===== config.mk =====
export PLATFORM = sky130hd
export DESIGN_NAME = muldiv_sequencer
export DESIGN_NICKNAME = d
export VERILOG_FILES = /design/src/rtl/muldiv_sequencer.sv
export SDC_FILE = /design/constraint.sdc
export NUM_CORES = 1
export LEC_CHECK = 0
export BUFFER_PORTS_ARGS = -buffer_cell sky130_fd_sc_hd__buf_4
export CELL_PAD_IN_SITES_DETAIL_PLACEMENT = 0
export CELL_PAD_IN_SITES_GLOBAL_PLACEMENT = 1
export CORE_MARGIN = 2
export CORE_UTILIZATION = 45
export CTS_CLUSTER_DIAMETER = 80
export CTS_CLUSTER_SIZE = 25
export DETAILED_ROUTE_END_ITERATION = 7
export PLACE_DENSITY = 0.81
export SETUP_SLACK_MARGIN = 0.05
export SLEW_MARGIN = 20
export SYNTH_ARGS = -nofsm -noshare
export SYNTH_HDL_FRONTEND = slang
export SYNTH_SLANG_ARGS = --single-unit

===== constraint.sdc =====
create_clock -name clk -period 5.7 [get_ports clk]
set_input_delay 0.285 -clock clk [delete_from_list [all_inputs] [get_ports clk]]
set_output_delay 0.285 -clock clk [all_outputs]
set_load 0.01 [all_outputs]

===== src/rtl/muldiv_sequencer.sv =====
// Iterative MULT/MULTU/DIV/DIVU sequencer that owns the HiLo register pair.
// One shared adder/subtractor is used per iteration; N+1 cycles per operation.
module muldiv_sequencer #(
    parameter int N = 32
) (
    input  logic         clk,
    input  logic         reset,
    input  logic         start,
    input  logic [1:0]   op,
    input  logic [N-1:0] a,
    input  logic [N-1:0] b,
    input  logic         hi_we,
    input  logic         lo_we,
    input  logic [N-1:0] wdata,
    output logic         busy,
    output logic         done,
    output logic         div_by_zero,
    output logic [N-1:0] hi,
    output logic [N-1:0] lo
);

    localparam int CW = $clog2(N);

    typedef enum logic [1:0] {
        IDLE,
        RUN,
        FIXUP
    } state_e;

    state_e         state_q, state_d;
    logic [CW-1:0]  count_q, count_d;
    logic           is_div_q, is_div_d;
    logic [N-1:0]   mb_q, mb_d;
    logic [2*N-1:0] acc_q, acc_d;
    logic           negq_q, negq_d;
    logic           negr_q, negr_d;
    logic           dz_flag_q, dz_flag_d;
    logic [N-1:0]   hi_q, hi_d;
    logic [N-1:0]   lo_q, lo_d;
    logic           done_q, done_d;
    logic           dz_q, dz_d;

    logic           in_signed;
    logic           b_zero;
    logic [N-1:0]   abs_a;
    logic [N-1:0]   abs_b;
    logic [N-1:0]   dividend;

    logic [N+1:0]   add_x;
    logic [N+1:0]   add_y;
    logic [N+1:0]   add_s;
    logic           borrow;
    logic [N-1:0]   new_rem;

    logic [2*N-1:0] prod_fix;
    logic [N-1:0]   quo_fix;
    logic [N-1:0]   rem_fix;

    assign in_signed = op[0];
    assign b_zero    = (b == '0);
    assign abs_a     = (in_signed && a[N-1]) ? -a : a;
    assign abs_b     = (in_signed && b[N-1]) ? -b : b;
    // Divide by zero runs unsigned on raw a so the remainder comes out as a.
    assign dividend  = b_zero ? a : abs_a;

    // Shared adder: accumulate for multiply, trial-subtract for divide.
    assign add_x  = is_div_q ? {1'b0, acc_q[2*N-1:N-1]}
                             : {2'b00, acc_q[2*N-1:N]};
    assign add_y  = {2'b00, mb_q};
    assign add_s  = add_x + (add_y ^ {(N+2){is_div_q}})
                  + {{(N+1){1'b0}}, is_div_q};
    assign borrow = add_s[N+1];
    assign new_rem = borrow ? acc_q[2*N-2:N-1] : add_s[N-1:0];

    assign prod_fix = negq_q ? -acc_q : acc_q;
    assign quo_fix  = negq_q ? -acc_q[N-1:0] : acc_q[N-1:0];
    assign rem_fix  = negr_q ? -acc_q[2*N-1:N] : acc_q[2*N-1:N];

    always_comb begin
        state_d   = state_q;
        count_d   = count_q;
        is_div_d  = is_div_q;
        mb_d      = mb_q;
        acc_d     = acc_q;
        negq_d    = negq_q;
        negr_d    = negr_q;
        dz_flag_d = dz_flag_q;
        hi_d      = hi_q;
        lo_d      = lo_q;
        done_d    = 1'b0;
        dz_d      = 1'b0;
        unique case (state_q)
            IDLE: begin
                if (start) begin
                    state_d  = RUN;
                    count_d  = '0;
                    is_div_d = op[1];
                    if (op[1]) begin
                        mb_d      = abs_b;
                        acc_d     = {{N{1'b0}}, dividend};
                        dz_flag_d = b_zero;
                        negq_d    = in_signed && !b_zero && (a[N-1] ^ b[N-1]);
                        negr_d    = in_signed && !b_zero && a[N-1];
                    end else begin
                        mb_d      = abs_a;
                        acc_d     = {{N{1'b0}}, abs_b};
                        dz_flag_d = 1'b0;
                        negq_d    = in_signed && (a[N-1] ^ b[N-1]);
                        negr_d    = 1'b0;
                    end
                end else begin
                    if (hi_we) hi_d = wdata;
                    if (lo_we) lo_d = wdata;
                end
            end
            RUN: begin
                if (is_div_q) begin
                    acc_d = {new_rem, acc_q[N-2:0], ~borrow};
                end else if (acc_q[0]) begin
                    acc_d = {add_s[N:0], acc_q[N-1:1]};
                end else begin
                    acc_d = {1'b0, acc_q[2*N-1:1]};
                end
                count_d = count_q + CW'(1);
                if (count_q == CW'(N-1)) state_d = FIXUP;
            end
            FIXUP: begin
                if (is_div_q) begin
                    lo_d = quo_fix;
                    hi_d = rem_fix;
                end else begin
                    lo_d = prod_fix[N-1:0];
                    hi_d = prod_fix[2*N-1:N];
                end
                done_d  = 1'b1;
                dz_d    = dz_flag_q;
                count_d = '0;
                state_d = IDLE;
            end
            default: state_d = IDLE;
        endcase
    end

    always_ff @(posedge clk or posedge reset) begin
        if (reset) begin
            state_q   <= IDLE;
            count_q   <= '0;
            is_div_q  <= 1'b0;
            mb_q      <= '0;
            acc_q     <= '0;
            negq_q    <= 1'b0;
            negr_q    <= 1'b0;
            dz_flag_q <= 1'b0;
            hi_q      <= '0;
            lo_q      <= '0;
            done_q    <= 1'b0;
            dz_q      <= 1'b0;
        end else begin
            state_q   <= state_d;
            count_q   <= count_d;
            is_div_q  <= is_div_d;
            mb_q      <= mb_d;
            acc_q     <= acc_d;
            negq_q    <= negq_d;
            negr_q    <= negr_d;
            dz_flag_q <= dz_flag_d;
            hi_q      <= hi_d;
            lo_q      <= lo_d;
            done_q    <= done_d;
            dz_q      <= dz_d;
        end
    end

    assign busy        = (state_q != IDLE);
    assign done        = done_q;
    assign div_by_zero = dz_q;
    assign hi          = hi_q;
    assign lo          = lo_q;

endmodule


; ---- Word level (Yosys, flattened, before mapping)
; Cells that the tools add are included.
; Widths: inputs -> output; s select.
[word_totals]
regBits = 173
in_bits = 103
out_inout_bits = 67
word_cells = 82
[op_classes]
add_sub_neg = 8
eq_ne = 8
mux = 32
n_bitwise = 3
n_reduce_logical = 19
[ops]
columns = op, n
row1 = $mux 32, 14
row2 = $mux 64, 4
row3 = $neg 32->32, 4
row4 = $pmux 32 s2, 2
row5 = $pmux 64 s2, 1
row6 = $neg 64->64, 1
row7 = $add 33x34->34, 1
row8 = $add 34x1->34, 1
row9 = $xor 32x34->34, 1
row10 = $mux 33, 1
row11 = $logic_not 32->1, 1
row12 = $pmux 5 s3, 1
row13 = $ne 2x2->1 const B, 5
row14 = $reduce_and 2->1, 4
row15 = $logic_and 1x1->1, 6
row16 = $reduce_and 3->1, 2
row17 = $reduce_bool 2->1, 3
row18 = $add 5x1->5 const B, 1
row19 = $eq 5x5->1 const B, 1
row20 = $mux 1, 5
row21 = $mux 5, 1
row22 = $mux 2, 2
row23 = $pmux 2 s2, 1
row24 = $reduce_bool 3->1, 1
row25 = other kinds (6), 6

; ---- Logic depth before layout (Yosys ltp)
; Gate-level depths: netlist (run 1).
[logic_depth]
word_depth = 6
mapped_depth = 18
ltp_nobuf = 13

; ---- Least setup slack after synthesis (run 1)
; Ideal clock, no wire load.
[synth_timing]
path_type = flip-flop to flip-flop
startpoint = register is_div_q
endpoint = register acc_q[57]
setup_ps = 122
arrival_ps = 4551
required_ps = 5578
slack_ps = 1027
stages_incl_launch_ff = 17
n_path_buf = 5
cell_sequence = dfrtp_1 clkbuf_1 buf_1 clkbuf_1 clkbuf_1 xor2_1 ha_1 buf_2 and4_1 and3_1 a221o_1 a2111oi_0 o21a_1 o21ai_1 xor2_1 a211o_1 a32o_1
[synth_between]
elab_chain_len = 6
[synth_lines]
columns = item, line_no
row1 = start: declaration, 32  ; logic is_div_q, is_div_d;
row2 = start signal: assignment, 161  ; is_div_q <= is_div_d;
row3 = $mux 33 or $xor 32x34->34 (tied branches), "67, 70"
row4 = $add 33x34->34, 70  ; assign add_s = add_x + (add_y ^ {(N+2){is_div_q}})
row5 = $add 34x1->34, 71  ; + {{(N+1){1'b0}}, is_div_q};
row6 = $mux 64 or $mux 32 (tied branches), "119, 73"
row7 = $mux 64 (*), 117  ; if (is_div_q) begin
row8 = $pmux 64 s2 (*), 92  ; unique case (state_q)
row9 = end signal: assignment, 150  ; acc_q <= '0;
row10 = end signal: assignment, 163  ; acc_q <= acc_d;
row11 = end: declaration, 34  ; logic [2*N-1:0] acc_q, acc_d;
; Every way passes the cells marked *; elsewhere a longest branch is shown, timed or not.
; A chain may end at the register's enable or synchronous reset.

; ---- Worst setup path in the final report (run 1)
; Ends and elaborated chain as after synthesis.

==> results of run 1 <==
[registers in the layout (all words and copies together) (netlist names), 2 cells and up]
signal	cells
acc_q	64
hi	32
state_q	2
mb_q	32
lo	32
count_q	5
[placed cells by master (no fill, tap or decap), types with 22 or more instances in the layout]
cell	instances
nor2_1	127
xnor2_1	98
o21ai_0	190
or3_1	22
buf_4	178
a21oi_1	142
inv_1	28
nor3_1	50
xor2_1	107
dfrtp_1	171
ha_1	37
o221ai_1	28
nand3_1	22
mux2_2	33
mux2i_1	124
nand2_1	231
[metal layers]
layer | vias up | wire [um] | GRT usage, %
met1 | 6705 | 22600 | 42.7
met4 | 0 | 1470 | 9.82
met2 | 583 | 22300 | 46.6
met3 | 77 | 3330 | 3.57
li1 | 6529 | - | -
met5 | - | 0 | 0
[metrics by stage]
stage	hold slack (ns)	instance area, um2	setup WS [ns]
5_1_grt	0.136	16500	0.754
3_5_place_dp	0.410	15900	0.994
2_1_floorplan	0.432	14500	0.727
3_3_place_gp	0.404	15900	1.10
6_report	0.131	16500	0.927
4_1_cts	0.120	16500	0.955
[worst max-delay path by stage]
stage,start,endpoint,slack (ns)
floorplan,reset,acc_q[0]$_DFFE_PP0P_,0.73
global placement,is_div_q$_DFFE_PP0P_,acc_q[57]$_DFFE_PP0P_,1.10
detailed placement,is_div_q$_DFFE_PP0P_,acc_q[57]$_DFFE_PP0P_,0.99
CTS,is_div_q$_DFFE_PP0P_,acc_q[57]$_DFFE_PP0P_,0.95
global route,is_div_q$_DFFE_PP0P_,acc_q[60]$_DFFE_PP0P_,0.75
finish,is_div_q$_DFFE_PP0P_,acc_q[57]$_DFFE_PP0P_,0.93
[cells by family (layout without fill, tap and decap cells)]
family	Yosys count	after routing
buffers and inverters	166	244
adder cells (fa/ha/maj)	38	38
AO/OA/AOI/OAI	508	508
flip-flops	173	173
XOR/XNOR	205	205
AND/OR/NAND/NOR	550	550
multiplexers	157	157
[where the power goes]
group	internal, uW	total, uW	leakage [uW]	switching, uW
registers	1850	2920	0.00206	1070
clock network	595	1180	0.000278	588
logic	3590	8370	0.00441	4780
[final cells by class]
cell class | instances | area share, %
multi-input cells | 1458 | 57.9
clock inverters | 14 | 0.902
inverters | 30 | 0.713
repair buffers | 182 | 8.52
clock buffers | 18 | 2.66
well taps | 402 | 3.05
flip-flops and latches | 173 | 26.3
[worst max-delay path, delay by kind of cell (launching register included)]
family                   cells  cell delay, ns
AO/OA/AOI/OAI                6            1.81
XOR/XNOR                     1            0.16
adder cells (fa/ha/maj)      1            0.36
buffers and inverters        2            0.71
flip-flops                   1            0.76
multiplexers                 1            0.40
AND/OR/NAND/NOR              2            0.43
==> results.tsv, run 1 <==
stage	metric	value	unit
run_status	status	completed	
yosys	avgSynthCellArea	8.06	um2
worst_setup_path	ff2ff_path_depth	13	
route	wire_per_inst	21.8	um
layout	drive_above_1_share	14.6	%
flow_run	cap_violations	0	
yosys	synth_area_leaders	dfrtp_1 (30%), mux2i_1 (8.6%), o21ai_0 (6.6%)	
layout	syn_to_final_growth	13.9	%
placed_design	io_buffers	169	
placed_design	gp_congestion	0.916	
clock_network	cts_root_buffer	clkbuf_16	
power	p_leak	0.00675	uW
worst_setup_path	r2r-start	is_div_q$_DFFE_PP0P_	
layout	nNetsFinal	2003	
clock_network	cts_sinks	173	
placed_design	dp_cells	2244	
hold_path	hold_depth	3	
yosys	syn_inst	1797	
clock_network	cts_buffers	17	
placed_design	place_hpwl	38000	um
yosys	synth_largest_area_cell	dfrtp_1	
layout	multi_input_area	0.00956	mm2
layout	final_cells	2277	
yosys	synth_warnings	0	
yosys	synthMuxAreaShare	11.1	%
global_routing	antenna_found_initial	0	
route	avgViaCountPerCell	6.10	
yosys	syn-num-nets	1938	
route	wl	49700	um
sta	fin_setup_tns	0	ns
yosys	synthDistinctLibCells	71	
clock_network	cts_tree	yes	
yosys	synth_area	0.0145	mm2
hold_path	min_from	wdata[16]	
yosys	ys_ff_latch	173	
hold_path	min_to	hi[16]$_DFFE_PP0P_	
route	firstDrtPassIters	7	
yosys	yosys.area_share.adder	3.33	%
sta	clock.fmax	0.209	GHz
worst_setup_path	ff2ff_setup_slack	0.93	ns
worst_setup_path	crit_fanout	89	
yosys	ys_seq_area_share	29.9	%
die	die_h	183	um
power	ir_worst_vdd	0.000416	V
die	start_util	45.8	%
worst_setup_path	cp.arrival	5.11	ns
sta	setup_violations	0	
sta	skew	0.0187	ns
die	die_w	183	um
yosys	yosysMostFrequentCell	nand2_1	
clock_network	hold_buffers	1	
power	pwr_density_cell	756	mW/mm2
clock_network	clk_path_buf_depth	2	
worst_setup_path	startpoint_type	register	
worst_setup_path	slowest_stage	dfrtp_4	
worst_setup_path	cp_cell_sequence	buf_12, mux2_2, ha_1, and4_1, and3_1, a221o_1, a2111oi_0, buf_4, o21a_1, o21ai_1, xor2_1, a211o_1, a32o_1	
sta	tightestPinTransition	1.12	ns
sta	finalCritPeriodShare	83.7	%
yosys	synth_edf_count	0	
layout	post-route-util	52.2	%
die	core	0.0316	mm2
route	drc_errors	0	
yosys	synth_compound_area_share	21.4	%
sta	max-slew-margin-rel	25.4	%
hold_path	hp-class	input pin to register	
yosys	synth_top_area_share	29.9	%
worst_setup_path	cp.required	6.04	ns
clock_network	htree_levels	4	
route	vias	13894	
global_routing	grt_pass1_wl	77800	um
yosys	synth-async-reset-ratio	100	%
power	power.total	12500	uW
sta	maxSlewViolCount	0	
layout	fillers	3034	
worst_setup_path	cp-end-kind	register	
global_routing	grt_start_max_net_pins	109	
worst_setup_path	worst-setup-path-type	register to register	
global_routing	grtUsageTotal	29.8	%
layout	regArea	0.00433	mm2
sta	rsz0062_at_grt	no	
yosys	synth-xor-area-share	12.4	%
layout	n_antenna_cell	0	
clock_network	clock_latency	0.46	ns
clock_network	clk_pin_slew	0.08	ns
die	design.die.area	0.0336	mm2
global_routing	grt_pass1_vias	13372	
route	antenna_left	0	
yosys	synth_common_cells	nand2_1 (232), o21ai_0 (190), dfrtp_1 (173)	
global_routing	grt_overflow_total	0	
die	ios	170	
sta	min_period	4.77	ns
route	drt_iter0_markers	1247	
worst_setup_path	cpPeakStageDelay	0.76	ns
yosys	yosys.area_share.simple	17.5	%
yosys	synthFlopType	dfrtp_1	
sta	hold_viol	0	
yosys	synth_top_family_by_area	compound AO/OA/AOI/OAI gates	
clock_network	ctsResizeCount	0	
worst_setup_path	reg2reg_to	acc_q[57]$_DFFE_PP0P_	
clock_network	cts_setup_buffers	0	
die	std_cell_rows	65	
Power figures use the tool's default switching activity.
==> run 2: changes to the inputs <==
- clock period: 5.7 -> 4.55 ns (I/O delays scaled with it)
==> run 2 against run 1 <==
- cell area rose by 1.9%
- total power grew 33%
- critical path depth increased by 1
- combinational power grew 37%
- flip-flop and latch count unchanged
- critical endpoint is now acc_q[60]$_DFFE_PP0P_
- largest power group unchanged
==> results.tsv, run 2 (synthesis gave the netlist of run 1 again) <==
stage	metric	value	unit	change
route	routedLengthMet1	23800	um	was 22,600 um
sta	hold_viol	0		unchanged
global_routing	antenna_found_initial	0		unchanged
sta	tightestPinTransition	1.07	ns	was 1.12 ns
hold_path	hp-class	input pin to register		unchanged
worst_setup_path	crit_fanout	22		was 89
route	wl	52200	um	was 49,700 um
route	top_layer	met4		unchanged
global_routing	grt_pass1_wl	78900	um	was 77,800 um
clock_network	clk_path_buf_depth	2		unchanged
global_routing	grtUsageTotal	30.7	%	was 29.8%
layout	nNetsFinal	2036		was 2,003
power	seqPwrFrac	20.9	%	was 23.4%
clock_network	ctsResizeCount	0		unchanged
route	wl_met3	3530	um	was 3330 um
global_routing	grt_pass1_vias	13012		was 13,372
layout	final_cell_mix	nand2_1 (231), buf_4 (209), o21ai_0 (190), dfrtp_1 (171), a21oi_1 (142)		was nand2_1 (231), o21ai_0 (190), buf_4 (178), dfrtp_1 (171), a21oi_1 (142)
worst_setup_path	cp.required	4.88	ns	was 6.04 ns
power	pwr_density_cell	984	mW/mm2	was 756 mW/mm2
layout	n_antenna_cell	0		unchanged
die	die_h	183	um	unchanged
sta	setup_violations	0		unchanged
worst_setup_path	worst-setup-path-type	register to register		unchanged
sta	clock.fmax	0.237	GHz	was 0.209 GHz
route	wire_per_inst	22.6	um	was 21.8 um
clock_network	cts_root_buffer	clkbuf_16		unchanged
flow_run	cap_violations	0		unchanged
layout	fillers	3036		was 3,034
clock_network	htree_levels	4		unchanged
run_status	status	completed		unchanged
sta	skew	0.0106	ns	was 0.0187 ns
layout	post-route-util	53.2	%	was 52.2%
route	drc_errors	0		unchanged
power	p_leak	0.00694	uW	was 0.00675 uW
clock_network	cts_buffers	17		unchanged
placed_design	gp_congestion	1.05		was 0.916
sta	maxSlewViolCount	0		unchanged
die	std_cell_rows	65		unchanged
sta	fin_setup_tns	0	ns	unchanged
placed_design	io_buffers	169		unchanged
die	design.die.area	0.0336	mm2	unchanged
route	vias	14013		was 13,894
global_routing	grt_start_max_net_pins	115		was 109
die	die_w	183	um	unchanged
route	antenna_left	0		unchanged
clock_network	clk_pin_slew	0.07	ns	was 0.08 ns
worst_setup_path	cp.arrival	4.54	ns	was 5.11 ns
route	drt_iter0_markers	1253		was 1,247
power	p_sw_share	52.1	%	was 51.6%
layout	regMostFlops	acc_q		unchanged
power	clkPwrFrac	9.8	%	was 9.5%
clock_network	cts_tree	yes		unchanged
route	avgViaCountPerCell	6.07		was 6.10
placed_design	place_hpwl	40500	um	was 38,000 um
die	ios	170		unchanged
layout	mostFrequentLayoutCell	nand2_1		unchanged
global_routing	grt_overflow_total	0		unchanged
route	firstDrtPassIters	5		was 7
power	ir_worst_vdd	0.000466	V	was 0.000416 V
worst_setup_path	cp-end-kind	register		unchanged
sta	rsz0062_at_grt	no		unchanged
sta	max-slew-margin-rel	28.4	%	was 25.4%
clock_network	cts_sinks	173		unchanged
sta	finalCritPeriodShare	92.6	%	was 83.7%
sta	min_period	4.21	ns	was 4.77 ns
power	power_frac_comb	69.3	%	was 67.1%
die	core	0.0316	mm2	unchanged
layout	drive_above_1_share	16.0	%	was 14.6%
power	p_sw	8630	uW	was 6440 uW
layout	largest_reg_flops	64		unchanged
layout	syn_to_final_growth	16.1	%	was 13.9%
worst_setup_path	startpoint_type	register		unchanged
die	start_util	45.8	%	unchanged
power	internal-power	7920	uW	was 6040 uW
route	wl_met2	23700	um	was 22,300 um
clock_network	clock_latency	0.44	ns	was 0.46 ns
## run 2: changes by cell type in the layout (fill, tap and decap cells not counted), sizes merged
cell      previous run  this run
buf                181       214
bufinv               0         3
inv                 36        34
clkbuf              18        17
clkinv               5         6
clkinvlp             3         2
## run 2: area by class of cell
| type | instances | area (um2) | share of cell area, % |
|---|---|---|---|
| Clock buffer | 17 | 425 | 2.53 |
| Clock inverter | 15 | 206 | 1.23 |
| Inverter | 30 | 116 | 0.692 |
| Multi-Input combinational cell | 1458 | 9550 | 56.8 |
| Sequential cell | 173 | 4330 | 25.8 |
| Tap cell | 402 | 503 | 2.99 |
| Timing Repair Buffer | 215 | 1680 | 9.99 |
## run 2: layer usage
layer | GRT usage [%] | vias to the layer above
met5 | 0 | -
met4 | 7.52 | 0
met3 | 3.70 | 52
met2 | 49.0 | 569
met1 | 44.4 | 6796
li1 | - | 6596
## run 2: power by group through the flow
stage	clock (uW)	combinational, uW	sequential, uW
3_5_place_dp	0	11200	3470
3_3_place_gp	0	11100	3450
6_report	1620	11500	3460
2_1_floorplan	0	7880	2930
4_1_cts	1620	11200	3450
5_1_grt	1690	12400	3540
## run 2: worst paths after layout
kind	startpoint	endpoint	slack [ns]	cells past startpoint
min reg2reg	mb_q[3]$_DFFE_PP0P_	mb_q[3]$_DFFE_PP0P_	0.51	2
max in group asynchronous	reset	is_div_q$_DFFE_PP0P_	3.01	4
max reg2reg	is_div_q$_DFFE_PP0P_	acc_q[60]$_DFFE_PP0P_	0.34	14
min in group asynchronous	reset	lo[13]$_DFFE_PP0P_	0.43	3
min	wdata[16]	hi[16]$_DFFE_PP0P_	0.09	3
max	is_div_q$_DFFE_PP0P_	acc_q[60]$_DFFE_PP0P_	0.34	14
## run 2: stage by stage
| step | setup WS (ns) | std cells | cell area [um2] | hold slack, ns | total power [uW] |
|---|---|---|---|---|---|
| final | 0.338 | 2310 | 16800 | 0.0889 | 16500 |
| after global routing | 0.0621 | 2310 | 16800 | 0.0865 | 17700 |
| after CTS | 0.308 | 2309 | 16800 | 0.0740 | 16300 |
| after detailed placement | 0.335 | 2276 | 16200 | 0.361 | 14600 |
| after global placement | 0.414 | 2276 | 16200 | 0.352 | 14600 |
| after floorplan | 0.0759 | 1797 | 14500 | 0.375 | 10800 |
## run 2: critical path, cell delays in order (launching register included)
cell and delay (ns):
dfrtp_4 0.64, buf_12 0.24, and3b_1 0.18, or2_2 0.29, fa_1 0.40, nor2b_1 0.18, o31ai_1 0.14, a21oi_1 0.24
a2111oi_1 0.12, buf_4 0.16, o31ai_1 0.56, a41oi_1 0.29, xnor2_1 0.34, mux2i_1 0.13, o221ai_1 0.18
## run 2: timing repair
action,CTS,global route
setup buffers,0,1
hold endpoints to repair,27,0
setup endpoints to repair,0,30
hold buffers,1,0
